### config.mk
export PLATFORM = sky130hd
export DESIGN_NAME = serial_subtractor
export DESIGN_NICKNAME = d
export VERILOG_FILES = /design/src/rtl/serial_subtractor.sv
export SDC_FILE = /design/constraint.sdc
export NUM_CORES = 1
export LEC_CHECK = 0
export ABC_AREA = 1
export ABC_CLOCK_PERIOD_IN_PS = 1300
export CAP_MARGIN = 20
export CORE_ASPECT_RATIO = 1.2
export CORE_UTILIZATION = 46
export CTS_BUF_LIST = sky130_fd_sc_hd__clkbuf_4
export CTS_CLUSTER_SIZE = 24
export DETAILED_ROUTE_END_ITERATION = 10
export PLACE_DENSITY = 0.76
export SETUP_SLACK_MARGIN = 0.15
export SLEW_MARGIN = 15
export SYNTH_ARGS = -nofsm -noshare
export SYNTH_HDL_FRONTEND = slang
export SYNTH_SLANG_ARGS = --single-unit
### constraint.sdc
create_clock -name clk -period 1.3 [get_ports clk]
set_clock_uncertainty 0.2 [all_clocks]
set_input_delay 0.26 -clock clk [delete_from_list [all_inputs] [get_ports clk]]
set_output_delay 0.26 -clock clk [all_outputs]
set_load 0.01 [all_outputs]
### src/rtl/serial_subtractor.sv
// serial_subtractor: bit-serial A - B - Borrow_in, LSB first, one bit per clock
// behind valid/ready operand and result handshakes.
module serial_subtractor #(
    parameter int WIDTH = 4
) (
    input  logic             clk,
    input  logic             rst_n,
    input  logic             in_valid,
    output logic             in_ready,
    input  logic [WIDTH-1:0] A,
    input  logic [WIDTH-1:0] B,
    input  logic             Borrow_in,
    output logic             out_valid,
    input  logic             out_ready,
    output logic [WIDTH-1:0] Diff,
    output logic             Borrow_out,
    output logic             Overflow,
    output logic             Zero
);
    localparam int CW = $clog2(WIDTH) + 1;
    typedef enum logic [1:0] {IDLE, SHIFT, DONE} state_t;
    state_t           state_q, state_d;
    logic [WIDTH-1:0] a_q, a_d, b_q, b_d, r_q, r_d;
    logic [CW-1:0]    cnt_q, cnt_d;
    logic             br_q, br_d, bout_q, bout_d, ovf_q, ovf_d, zero_q, zero_d;
    logic             bit_d, br_nx, last;
    logic [WIDTH-1:0] r_nx;
    assign bit_d = a_q[0] ^ b_q[0] ^ br_q;
    assign br_nx = (~a_q[0] & b_q[0]) | (~(a_q[0] ^ b_q[0]) & br_q);
    assign r_nx  = {bit_d, r_q[WIDTH-1:1]};
    assign last  = cnt_q == CW'(WIDTH - 1);
    always_comb begin
        state_d = state_q;
        a_d     = a_q;
        b_d     = b_q;
        r_d     = r_q;
        cnt_d   = cnt_q;
        br_d    = br_q;
        bout_d  = bout_q;
        ovf_d   = ovf_q;
        zero_d  = zero_q;
        case (state_q)
            IDLE: if (in_valid) begin
                a_d     = A;
                b_d     = B;
                br_d    = Borrow_in;
                cnt_d   = '0;
                state_d = SHIFT;
            end
            SHIFT: begin
                a_d   = a_q >> 1;
                b_d   = b_q >> 1;
                r_d   = r_nx;
                br_d  = br_nx;
                cnt_d = cnt_q + CW'(1);
                if (last) begin
                    // br_q here is the borrow into the MSB, so overflow is its mismatch with the borrow out
                    bout_d  = br_nx;
                    ovf_d   = br_q ^ br_nx;
                    zero_d  = r_nx == '0;
                    state_d = DONE;
                end
            end
            DONE: if (out_ready) state_d = IDLE;
            default: state_d = IDLE;
        endcase
    end
    always_ff @(posedge clk or negedge rst_n) begin
        if (!rst_n) begin
            state_q <= IDLE;
            a_q     <= '0;
            b_q     <= '0;
            r_q     <= '0;
            cnt_q   <= '0;
            br_q    <= 1'b0;
            bout_q  <= 1'b0;
            ovf_q   <= 1'b0;
            zero_q  <= 1'b0;
        end else begin
            state_q <= state_d;
            a_q     <= a_d;
            b_q     <= b_d;
            r_q     <= r_d;
            cnt_q   <= cnt_d;
            br_q    <= br_d;
            bout_q  <= bout_d;
            ovf_q   <= ovf_d;
            zero_q  <= zero_d;
        end
    end
    assign in_ready   = state_q == IDLE;
    assign out_valid  = state_q == DONE;
    assign Diff       = r_q;
    assign Borrow_out = bout_q;
    assign Overflow   = ovf_q;
    assign Zero       = zero_q;
endmodule
# == Yosys cells after proc, flatten, opt, wreduce, memory -nomap -nowiden ==
# Index checks and enable logic that the tools add are counted.
# W data, S select, Z words.
# word_totals
regBits,21
latchBits,0
ramBits,0
mem_bits_ro,0
inputBits,13
out_inout_bits,9
wordCells,42
mem_count,0
# op_classes
n_addsub,1
mul,0
div,0
magnitude_cmp,0
n_eq_ne,6
n_shift,0
mux,12
bitwise_logic,8
n_reduce_logical,6
# op_table
operator,count
$pmux W4 S2,2
$mux W4,2
$mux W2,3
$pmux W2 S3,1
$pmux W3 S2,1
$logic_not A4 Y1,1
$ne A2 B2 Y1 const B,2
$reduce_and A2 Y1,2
$add A3 B1 Y3 const B,1
$eq A3 B2 Y1 const B,1
$mux W3,1
$reduce_and A3 Y1,1
$xor A1 B1 Y1,3
$and A1 B1 Y1,2
$eq A2 B1 Y1 const B,1
$eq A2 B2 Y1 const B,1
$logic_not A2 Y1,1
$ne A2 B1 Y1 const B,1
$not A1 Y1,2
$pmux W1 S2,1
$reduce_bool A2 Y1,1
$mux W1,1
$or A1 B1 Y1,1

# == Longest topological paths before layout ==
# depth
ltp_word,5
mapped_depth,6

# == Worst setup path before layout ==
# OpenSTA, ideal clock, no wires.
# synth_path
path_type,reg2reg
startpoint,reg a_q[0]
endpoint,"reg zero_q, in the netlist Zero"
t_arrival_ns,1.128
required_time_ns,1.017
path_slack_ns,-0.111
stages_incl_launch_ff,5
path_cell_list,dfrtp_1 fa_1 nor2_1 nand2_1 o21ai_0
# synth_between
elab_chain_cells,3
# synth_lines
item,line_no,source
from (decl),23,"logic [WIDTH-1:0] a_q, a_d, b_q, b_d, r_q, r_d;"
from (signal assigned),71,a_q <= '0;
from (signal assigned),81,a_q <= a_d;
$xor A1 B1 Y1 (2 in a row),28,assign bit_d = a_q[0] ^ b_q[0] ^ br_q;
via bit_d,26,"logic bit_d, br_nx, last;"
$logic_not A4 Y1,60,zero_d = r_nx == '0;
to (signal assigned),88,zero_q <= zero_d;
to (decl),25,"logic br_q, br_d, bout_q, bout_d, ovf_q, ovf_d, zero_q, zero_d;"
# The timed path passes the listed nets, and every way through them passes these cells.
# A chain may end at the register's enable or synchronous reset.

# == Worst setup path after layout ==
# layout_path
startpoint,reg state_q[1]
endpoint,out out_valid
# layout_between
elab_chain_cells,1
# layout_lines
item,line_no,source
from (decl),22,"state_t state_q, state_d;"
from (signal assigned),80,state_q <= state_d;
$eq A2 B2 Y1,92,assign out_valid = state_q == DONE;
to (decl),13,"output logic out_valid,"
# Every way passes these cells.

==> flow_summary.ini <==
[outcome]
status = finished with violations
violations = negative setup slack

[yosys]
async_flop_share_pct = 100
synth_area_um2 = 1030
synth_commonest_cells = 46 x nand2_1, 21 x dfrtp_1, 19 x inv_1
synthTopCellsByArea = dfrtp_1 51%, nand2_1 17%, inv_1 6.9%
syn-mean-instance-area_um2 = 8.29
synth_fp_nets = 140
netlist.area_leader.share_pct = 51.1
ys_seq_area_share_pct = 51.1
synth_top_cell_by_area = dfrtp_1
syn_inst = 124
yosys_warnings = 0
ys_types = 20
ys.flop_type = dfrtp_1
synth_seq_cells = 21
synth-edff-count = 0
post-synth-top-count-cell = nand2_1

[critical_path]
crit_type = reg -> out
crit_end = out_valid
crit_start = state_q[1]$_DFFE_PN0P_
worstPathRequired_ns = 0.84
end_kind = output pin
arrival_ns = 1.12
worstRegToRegCells = 8
crit_path_start_kind = flop
ff2ff_setup_slack_ns = -0.26
reg2reg_from = state_q[0]$_DFFE_PN0P_
cp_max_fo = 2
reg2reg_to = b_q[0]$_DFFE_PN0P_

[timing]
finalSetupViolations = 30
max_freq_mhz = 633
slew_headroom_pct = 67.1
hold_viol = 0
worstMarginPinSlew_ns = 0.492
rsz0062_at_grt = true
holdWs_ns = 0.0833
fin_ws_ns = -0.280
period_share_pct = 122
slew_violations = 0
period_minus_slack_ns = 1.58

[routing]
antenna_left = 0
drt-total-wl_mm = 3.46
firstDrtPassIters = 6
drt_iter0_drc = 24
drc = 0
num_vias = 1066
viasPerCell = 5.10
wl_per_cell_um = 16.6

[global_route]
grt_max_degree = 22
grt_antenna_before_repair = 0
grt_pass1_wl_mm = 4.66
grt_overflow = 0
grt_pass1_vias = 1067
grtUsageTotal_pct = 27.8

[floorplan]
ios = 22
initial_core_util_pct = 49.1
die_w_um = 45.2
coreArea_um2 = 2090
die_area_um2 = 2430
die-height_um = 53.8
rows = 18

[finish]
n_antenna_cell = 0
nets = 196
drive_above_1_share_pct = 49.2
synthToLayoutAreaGrowth_pct = 76.3

[job]
cap_violations = 0

[clocking]
htree_levels = 1
clkTransAtPathRegs_ns = 0.12
cts_hold_buf = 0
cts.sinks = 21
cts_tree = built
cts.path.max_buffers = 2
clk_latency_ns = 0.32
cts_made_buffers = 3
cts-root-buf = clkbuf_4

[pwr]
combPwrFrac_pct = 70.0
p_sw_share_pct = 44.1
p_leak_nw = 0.910
power_frac_seq_pct = 22.9
p_switching_w = 0.00219
power_density_nw_per_um2 = 2740
ir_drop_mv = 1.80
power.total_w = 0.00497
internal-power_w = 0.00278
p_clk_share_pct = 7.1

[worst_hold_path]
hp-class = in -> async

[placement]
gp_congestion = 0.828
portBuffers = 21
hpwlAfterDp_mm = 1.50
[layer usage]
metal / vias up / share of wire [%] / track usage (%)
li1: 492 / - / -
met1: 512 / 40 / 32.7
met2: 49 / 51 / 49.5
met3: 13 / 4.8 / 2.68
met4: 0 / 4.2 / 14.1
met5: - / 0 / 0
[layout by cell type, fill, tap and decap left out, types with 3 or more instances in the layout]
master           count
buf_4               16
buf_12               5
o21ai_2              5
buf_2                8
nand3_1              3
nand3_2              6
dfrtp_1             20
clkdlybuf4s50_1     12
buf_6               10
nand2_8              4
nand2_2              9
inv_1               16
clkbuf_4             4
nand2_1             35
[through the flow]
step           instance area (µm²)  TNS (ns)  std cells  util (%)  setup slack, ns
2_1_floorplan                 1060    -0.205        124         -           -0.111
3_3_place_gp                  1410     -3.30        188      67.3           -0.276
3_5_place_dp                  1410     -3.99        188      67.3           -0.297
4_1_cts                       1710     -1.76        206      81.4           -0.236
5_1_grt                       1810     -5.00        209      86.6           -0.294
6_report                      1810     -4.21        209      86.6           -0.280
[final cells by class]
type                    instances  area, µm²
inverters                      20       82.6
well taps                      30       37.5
flip-flops and latches         21        527
multi-input cells              82        628
clock buffers                   4       30.0
repair buffers                 52        508
fillers                        97        282
[what timing repair did]
item,in CTS,in global routing
resized for setup,80,20
setup endpoints to repair,30,30
cloned,2,0
setup buffers,12,3
pin swaps,17,18
[power by group through the flow]
stage | clock [W] | combinational [W] | sequential (W)
after detailed placement | 0 | 0.00199 | 0.00115
final | 0.000352 | 0.00348 | 0.00114
after floorplan | 0 | 0.00118 | 0.00117
after global routing | 0.000376 | 0.00371 | 0.00116
after global placement | 0 | 0.00194 | 0.00113
after CTS | 0.000346 | 0.00287 | 0.00111
[critical path: stages (launching register included)]
cell and delay, ns:
dfrtp_1 0.44, buf_6 0.14, inv_4 0.06, nor2_2 0.03, buf_2 0.13
[worst min-delay path by stage]
| stage | startpoint | endpoint | slack, ns | cells past startpoint |
|---|---|---|---|---|
| floorplan | rst_n | Borrow_out$_DFFE_PN0P_ | -0.24 | 0 |
| global placement | cnt_q[1]$_DFFE_PN0P_ | cnt_q[1]$_DFFE_PN0P_ | 0.26 | 2 |
| detailed placement | b_q[2]$_DFFE_PN0P_ | b_q[2]$_DFFE_PN0P_ | 0.27 | 2 |
| CTS | rst_n | Diff[3]$_DFFE_PN0P_ | 0.1 | 2 |
| global route | rst_n | Diff[1]$_DFFE_PN0P_ | 0.09 | 2 |
| finish | rst_n | state_q[0]$_DFFE_PN0P_ | 0.08 | 2 |
[sequential cells by signal, indices dropped and copies added, names as in the netlist]
name / cells
Overflow: 1
Zero: 1
a_q: 4
Diff: 4
state_q: 2
b_q: 4
br_q: 1
cnt_q: 3
Borrow_out: 1
[logic make-up after synthesis]
group | count (synthesis) | synth area share (%)
AO/OA/AOI/OAI | 11 | 6.69
XOR/XNOR | 1 | 0.852
adder cells (fa/ha/maj) | 3 | 4.38
buffers and inverters | 23 | 10.2
flip-flops | 21 | 51.1
AND/OR/NAND/NOR | 65 | 26.8
(Power assumes the default switching activity.)
